==> config.mk <==
export PLATFORM = sky130hd
export DESIGN_NAME = tournament_resolve_queue
export DESIGN_NICKNAME = d
export VERILOG_FILES = /design/src/rtl/tournament_resolve_queue.sv
export SDC_FILE = /design/constraint.sdc
export NUM_CORES = 1
export LEC_CHECK = 0
export CAP_MARGIN = 20
export CORE_ASPECT_RATIO = 0.7
export CORE_MARGIN = 1
export CORE_UTILIZATION = 55
export DETAILED_ROUTE_END_ITERATION = 8
export HOLD_SLACK_MARGIN = 0.02
export PLACE_DENSITY = 0.84
export SYNTH_ARGS = -nofsm -noshare
export SYNTH_HDL_FRONTEND = slang
export SYNTH_SLANG_ARGS = --single-unit
==> constraint.sdc <==
create_clock -name clk_i -period 2.9 [get_ports clk_i]
set_clock_uncertainty 0.15 [all_clocks]
set_input_delay 0.58 -clock clk_i [delete_from_list [all_inputs] [get_ports clk_i]]
set_output_delay 0.58 -clock clk_i [all_outputs]
set_load 0.02 [all_outputs]
==> src/rtl/tournament_resolve_queue.sv <==
// In-order queue of in-flight tournament-predictor branches. Captures prediction
// state at issue and emits a registered table-update record when the head resolves.

module tournament_resolve_queue_entry #(
  parameter int W = 1
) (
  input  logic         clk_i,
  input  logic         we_i,
  input  logic [W-1:0] d_i,
  output logic [W-1:0] q_o
);
  logic [W-1:0] r_q;

  // Payload storage only; validity is tracked by head/tail/count in the parent.
  always_ff @(posedge clk_i) begin
    if (we_i) r_q <= d_i;
  end

  assign q_o = r_q;
endmodule

module tournament_resolve_queue #(
  parameter int bht_idx_width_p = 10,
  parameter int ghist_width_p   = 12,
  parameter int depth_p         = 4
) (
  input  logic                       clk_i,
  input  logic                       reset_i,
  input  logic                       alloc_v_i,
  output logic                       alloc_ready_o,
  input  logic [bht_idx_width_p-1:0] alloc_idx_i,
  input  logic [ghist_width_p-1:0]   alloc_ghist_i,
  input  logic                       alloc_gp_i,
  input  logic                       alloc_lp_i,
  input  logic [1:0]                 alloc_choice_i,
  input  logic                       alloc_final_i,
  input  logic                       res_v_i,
  input  logic                       correct_i,
  input  logic                       flush_i,
  output logic                       upd_v_o,
  output logic [bht_idx_width_p-1:0] upd_idx_o,
  output logic [ghist_width_p-1:0]   upd_ghist_o,
  output logic                       upd_taken_o,
  output logic                       upd_gp_correct_o,
  output logic                       upd_lp_correct_o,
  output logic                       upd_choice_inc_o,
  output logic                       upd_choice_dec_o,
  output logic [$clog2(depth_p):0]   count_o,
  output logic                       err_o
);
  localparam int PW = $clog2(depth_p);
  localparam int CW = PW + 1;
  localparam int EW = bht_idx_width_p + ghist_width_p + 5;
  localparam logic [CW-1:0] DEPTH_C = CW'(depth_p);

  logic [PW-1:0] r_head, r_tail;
  logic [CW-1:0] r_count, w_count_nxt;
  logic          r_err;

  logic                       r_upd_v;
  logic [bht_idx_width_p-1:0] r_upd_idx;
  logic [ghist_width_p-1:0]   r_upd_ghist;
  logic                       r_upd_taken, r_upd_gpc, r_upd_lpc, r_upd_inc, r_upd_dec;

  logic w_full, w_empty, w_alloc, w_res, w_err_set;

  assign w_full  = (r_count == DEPTH_C);
  assign w_empty = (r_count == '0);
  // Flush wins over allocate, and a dropped-by-flush allocate is not an error.
  assign w_alloc = alloc_v_i & ~flush_i & ~w_full;
  // Resolve uses the pre-edge count: no bypass from a same-cycle allocate.
  assign w_res   = res_v_i & ~w_empty;
  assign w_err_set = (alloc_v_i & ~flush_i & w_full) | (res_v_i & w_empty);

  logic [EW-1:0]              w_ent_d;
  logic [depth_p-1:0][EW-1:0] w_ent_q;
  logic [EW-1:0]              w_head_ent;

  assign w_ent_d = {alloc_idx_i, alloc_ghist_i, alloc_gp_i, alloc_lp_i,
                    alloc_final_i, alloc_choice_i};

  for (genvar g = 0; g < depth_p; g++) begin : g_ent
    tournament_resolve_queue_entry #(.W(EW)) u_ent (
      .clk_i (clk_i),
      .we_i  (w_alloc && (r_tail == PW'(g))),
      .d_i   (w_ent_d),
      .q_o   (w_ent_q[g])
    );
  end

  assign w_head_ent = w_ent_q[r_head];

  logic [bht_idx_width_p-1:0] w_h_idx;
  logic [ghist_width_p-1:0]   w_h_ghist;
  logic                       w_h_gp, w_h_lp, w_h_final;
  logic [1:0]                 w_h_choice;
  logic                       w_unused_choice;

  assign {w_h_idx, w_h_ghist, w_h_gp, w_h_lp, w_h_final, w_h_choice} = w_head_ent;
  // The stored choice value is kept with the entry but the update rule needs only
  // the component-correctness pair.
  assign w_unused_choice = ^w_h_choice;

  logic w_taken, w_gpc, w_lpc;

  assign w_taken = correct_i ? w_h_final : ~w_h_final;
  assign w_gpc   = (w_h_gp == w_taken);
  assign w_lpc   = (w_h_lp == w_taken);

  always_comb begin
    w_count_nxt = r_count;
    if (flush_i) begin
      w_count_nxt = '0;
    end else begin
      case ({w_alloc, w_res})
        2'b10:   w_count_nxt = r_count + CW'(1);
        2'b01:   w_count_nxt = r_count - CW'(1);
        default: w_count_nxt = r_count;
      endcase
    end
  end

  always_ff @(posedge clk_i or posedge reset_i) begin
    if (reset_i) begin
      r_head  <= '0;
      r_tail  <= '0;
      r_count <= '0;
      r_err   <= 1'b0;
    end else begin
      r_count <= w_count_nxt;
      if (w_err_set) r_err <= 1'b1;
      if (flush_i) begin
        r_head <= '0;
        r_tail <= '0;
      end else begin
        if (w_res)   r_head <= r_head + PW'(1);
        if (w_alloc) r_tail <= r_tail + PW'(1);
      end
    end
  end

  // Update record: one-cycle valid pulse, data held between pulses.
  always_ff @(posedge clk_i or posedge reset_i) begin
    if (reset_i) begin
      r_upd_v     <= 1'b0;
      r_upd_idx   <= '0;
      r_upd_ghist <= '0;
      r_upd_taken <= 1'b0;
      r_upd_gpc   <= 1'b0;
      r_upd_lpc   <= 1'b0;
      r_upd_inc   <= 1'b0;
      r_upd_dec   <= 1'b0;
    end else begin
      r_upd_v <= w_res;
      if (w_res) begin
        r_upd_idx   <= w_h_idx;
        r_upd_ghist <= w_h_ghist;
        r_upd_taken <= w_taken;
        r_upd_gpc   <= w_gpc;
        r_upd_lpc   <= w_lpc;
        r_upd_inc   <= w_gpc & ~w_lpc;
        r_upd_dec   <= w_lpc & ~w_gpc;
      end
    end
  end

  assign alloc_ready_o    = ~w_full;
  assign count_o          = r_count;
  assign err_o            = r_err;
  assign upd_v_o          = r_upd_v;
  assign upd_idx_o        = r_upd_idx;
  assign upd_ghist_o      = r_upd_ghist;
  assign upd_taken_o      = r_upd_taken;
  assign upd_gp_correct_o = r_upd_gpc;
  assign upd_lp_correct_o = r_upd_lpc;
  assign upd_choice_inc_o = r_upd_inc;
  assign upd_choice_dec_o = r_upd_dec;
endmodule

Word level (Yosys, flattened, before mapping) --
Index checks and enable logic that the tools add are counted.
Storage, ports and cells: register bits after elaboration 144, bits of input ports 33, output and inout bits 33
Cells by class: $add $sub $neg 4, $lt $le $gt $ge 1, eq/ne operators 8, muxes and demuxes 9, bitwise operators 14, reduce and logical (&&, ||, !) cells 9
Operators by type and width (count):
- 27-bit binary-select mux with 2-bit select | 1
- 27-bit 2-to-1 mux | 1
- 2-bit 2-to-1 mux | 4
- 1-bit bitwise AND | 7
- 2-bit == test (second input constant) | 3
- 1-bit inverter | 6
- 3-bit case mux with 2 select lines | 1
- 2-bit by 1-bit adder with 2-bit output (second input constant) | 2
- 2-bit by 1-bit == test with 1-bit output (second input constant) | 2
- 1-bit logical AND | 4
- 2-bit nonzero test | 2
- 3-bit by 1-bit adder with 3-bit output (second input constant) | 1
- 3-bit == test (second input constant) | 1
- 3-bit logical NOT | 1
- 2-bit by 3-bit less-than comparator with 1-bit output (second input constant) | 1
- 3-bit 2-to-1 mux | 1
- 3-bit nonzero test | 1
- 3-bit by 1-bit subtractor with 3-bit output (second input constant) | 1
- 1-bit == test | 2
- 2-bit logical NOT | 1
- 1-bit 2-to-1 mux | 1
- 1-bit bitwise OR | 1

Longest topological paths before layout --
word-level depth 7, gate-level depth with buffers 7, depth with buffers taken out 7

Cells and area by module --
A second synthesis with hierarchy kept.
Second synthesis, totals: cell total of the unflattened synthesis 309, area total of the unflattened synthesis 5460.2 um^2
Modules (own cells, without submodules):
- tournament_resolve_queue_entry | instances 4, cells each 27, area an instance 810.8 um^2, seq. area each 810.8 um^2
- tournament_resolve_queue | instances 1, cells each 201, area an instance 2217.1 um^2, seq. area each 900.9 um^2

Least setup slack after synthesis --
OpenSTA, ideal clock, no wires.
path kind in2reg, from input port flush_i, to register g_ent[0].u_ent.r_q[10], enable pin, library setup time 384 ps, data arrival time 1785 ps, path slack 581 ps, stages 3, buffers on the path 1, path through buf_2 -> nor2b_1 -> and3_1
Between the ends: word-level cells in the longest chain between the ends 4
RTL lines:
- start: declaration | line 39 | input logic flush_i,
- 1-bit inverter | line 70 | assign w_alloc = alloc_v_i & ~flush_i & ~w_full;
- 1-bit bitwise AND (2 in series) | line 70
- 1-bit logical AND | line 85 | .we_i (w_alloc && (r_tail == PW'(g))),
- net g_ent[0].u_ent.we_i | line 8 | input logic we_i,
- end signal: assignment | line 16 | if (we_i) r_q <= d_i;
- end: declaration | line 12 | logic [W-1:0] r_q;
The timed path passes the listed nets, and every way through them passes these cells. A chain may end at the register's enable or synchronous reset.

Worst setup path in the final report --
from register r_count[0] (netlist: count_o[0]), to output port alloc_ready_o
Between the ends: word-level cells in the longest chain between the ends 2
RTL lines:
- start: declaration | line 57 | logic [CW-1:0] r_count, w_count_nxt;
- start signal: assignment | line 130 | r_count <= w_count_nxt;
- 3-bit == test | line 67 | assign w_full = (r_count == DEPTH_C);
- 1-bit inverter | line 167 | assign alloc_ready_o = ~w_full;
- end: declaration | line 30 | output logic alloc_ready_o,
No other way between the ends.

==> metrics.yaml <==
status:
  status: "completed"
logic_synthesis:
  yosys_warnings: 0
  syn_avg_cell_area_sq_um: 17.4
  synthFlopType: "edfxtp_1"
  synth-edff-count: 100
  syn-instance-count: 301
  synth_cell_type_count: 33
  ys_seq_area_frac: 0.745
  netlist_area_sq_mm: 0.00524
  synthArstFlopShare: 0.265
  synth_seq_cells: 136
  synth_nets: 339
detailed_routing:
  ant_nets: 0
  dr.pass1.iters: 5
  route.vias.total: 2810
  drc: 0
  wl_mm: 10.2
  wl_per_cell_um: 19.6
  drtIter0Drc: 187
  viasPerCell: 5.38
finish:
  final_cell_mix: "edfxtp_1, nand2_1, clkdlybuf4s50_1, dfrtp_1, mux4_2"
  syn2layout_area_growth_pct: 26.4
  fin_cells: 522
  drive_gt1_frac: 0.193
  num_antenna_cells: 0
  final_common_cell: "edfxtp_1"
  fillers: 567
  final_nets: 424
clocking:
  htreeDepth: 4
  post_cts_buffers: 0
  root_buffer: "clkbuf_16"
  cts_max_path_buffers: 2
  worstSkewPairLatency_ps: 410
  cts.clk_slew.worst_paths_ps: 60
  hold_buffers: 0
  cts_tree: "yes"
  clock-sinks: 136
  cts_resized: 0
  numCtsBuffers: 17
setup_path:
  cp_slowest_stage_delay_ps: 560
  rr_startpoint: "count_o[0]"
  crit_path_start_kind: "flip-flop"
  cp.required_ps: 2170
  cp_slowest_cell: "clkdlybuf4s50_1"
  setup.worst_path.class: "flip-flop to output pin"
  arrival_ps: 1920
  cp.buffers_inverters: 2
  worstSetupEndpointType: "output pin"
  timing.rr.end: "count_o[2]"
  cp_max_fo: 9
  cp_cell_sequence: "nor3b_2 -> inv_2 -> clkdlybuf4s50_1"
  rrSetupSlack_ps: 300
  rr_worst_depth: 6
  path_delay_family: "buffers and inverters"
sta:
  tns_ps: 0
  setup_viol_count_final: 0
  min_period_over_period: 0.913
  report.final.slew_viol_count: 0
  worst-slew-pin-transition_ps: 765
  max_slew_margin: 0.490
  rsz0062_at_grt: "false"
  fin_crit_ps: 2650
  hold_viol: 0
  max_freq_ghz: 0.378
floorplanning:
  die_x_um: 119
  num_rows: 29
  start_util: 0.573
  ioPinCount: 66
  die_y_um: 83.7
  core-area_sq_mm: 0.00914
  die_area_sq_mm: 0.00993
hold_path:
  whs_path_depth: 2
  hold_end: "upd_idx_o[9]"
  hold_path_class: "flip-flop to flip-flop"
  hold_path.startpoint: "upd_idx_o[9]"
placement:
  gp_congestion: 0.716
  placed_cells: 491
  numPortBuffers: 63
  hpwl_mm: 6.16
pwr:
  power.leakage_uw: 0.00247
  vdd_drop_max_mv: 0.519
  power_density_mw_per_mm2: 923
global_routing:
  grt_pass1_vias: 3035
  grt_usage: 0.230
  grt_antenna_before_repair: 0
  grt_max_degree: 37
  grt_pass1_wl_mm: 16.2
  overflow: 0
flow_run:
  drv_cap: 0
[routing by layer]
layer,track usage,up-vias,part of all wire
met4,0.107,0,0.011
met1,0.308,1399,0.42
met2,0.356,106,0.50
met3,0.0601,12,0.069
li1,-,1293,-
met5,0,-,0
[state kept, by name, summed over array words and instances, names as in the netlist]
signal,cells
upd_gp_correct_o,1
upd_ghist_o,12
err_o,1
g_ent.u_ent.q_o,100
r_head,2
upd_choice_dec_o,1
count_o,3
upd_lp_correct_o,1
upd_v_o,1
r_tail,2
upd_taken_o,1
upd_choice_inc_o,1
upd_idx_o,10
[worst register-to-register path, stage by stage (launching register included)]
cell and delay [ps]:
dfrtp_1 500, o31ai_4 740, a21oi_2 130, fa_1 430, a211oi_1 280, o21ai_0 100, nor3b_2 170
[cells in the mapped netlist, types with 2 or more instances]
master      n  area, sq um
and3_1      4         25.0
buf_1       2         7.51
buf_2       4         20.0
clkbuf_1    5         18.8
dfrtp_1    36          901
edfxtp_1  100         3000
ha_1        4         50.1
inv_1       4         15.0
inv_2       2         7.51
mux2i_1     3         30.0
mux4_1      2         52.6
mux4_2     23          518
nand2_1    74          278
nor2_1      4         15.0
nor2b_1     3         18.8
nor3_1      2         10.0
nor3b_2     3         37.5
o21ai_0     5         25.0
o21ai_1     3         15.0
o31ai_1     2         15.0
xnor2_1     4         35.0
[final cells by class]
cell class | count | area, sq um | area share
flip-flops and latches | 136 | 3910 | 0.590
well taps | 124 | 155 | 0.0234
clock buffers | 21 | 460 | 0.0695
repair buffers | 78 | 743 | 0.112
inverters | 6 | 22.5 | 0.00340
multi-input cells | 147 | 1260 | 0.190
clock inverters | 10 | 80.1 | 0.0121
[worst max path at each step]
stage,cells after the start,end,from
6_report,3,alloc_ready_o,count_o[0]
5_1_grt,6,count_o[2],count_o[0]
4_1_cts,3,alloc_ready_o,count_o[0]
3_5_place_dp,7,count_o[2],alloc_v_i
3_3_place_gp,7,count_o[2],alloc_v_i
2_1_floorplan,3,g_ent[0].u_ent.q_o[10],flush_i
[cells by family (layout without fill, tap and decap cells)]
family / Yosys count / after routing / synth area share
compound gates: 14 / 14 / 0.0186
xor+xnor: 6 / 6 / 0.0136
fa+ha+maj: 5 / 5 / 0.0134
buf+inv: 18 / 115 / 0.0153
flops: 136 / 136 / 0.745
mux: 28 / 28 / 0.115
simple gates: 94 / 94 / 0.0797
[report_power, final]
group          total, uW  internal (uW)  switching, uW
logic               1600            754            843
clock network       1940           1200            738
registers           2570           2390            187
[metrics by stage]
| stage | hold WS [ps] | power (uW) | instance area (sq um) | setup slack (ps) | util |
|---|---|---|---|---|---|
| 4_1_cts | 325 | 6170 | 6620 | 239 | 0.724 |
| 3_3_place_gp | 303 | 4150 | 6080 | 285 | 0.665 |
| 3_5_place_dp | 312 | 4200 | 6080 | 239 | 0.665 |
| 2_1_floorplan | 426 | 3530 | 5240 | 581 | - |
| 6_report | 322 | 6110 | 6620 | 251 | 0.724 |
| 5_1_grt | 352 | 6390 | 6620 | 71.4 | 0.724 |
Note: power is estimated with default switching activity, not from simulation.
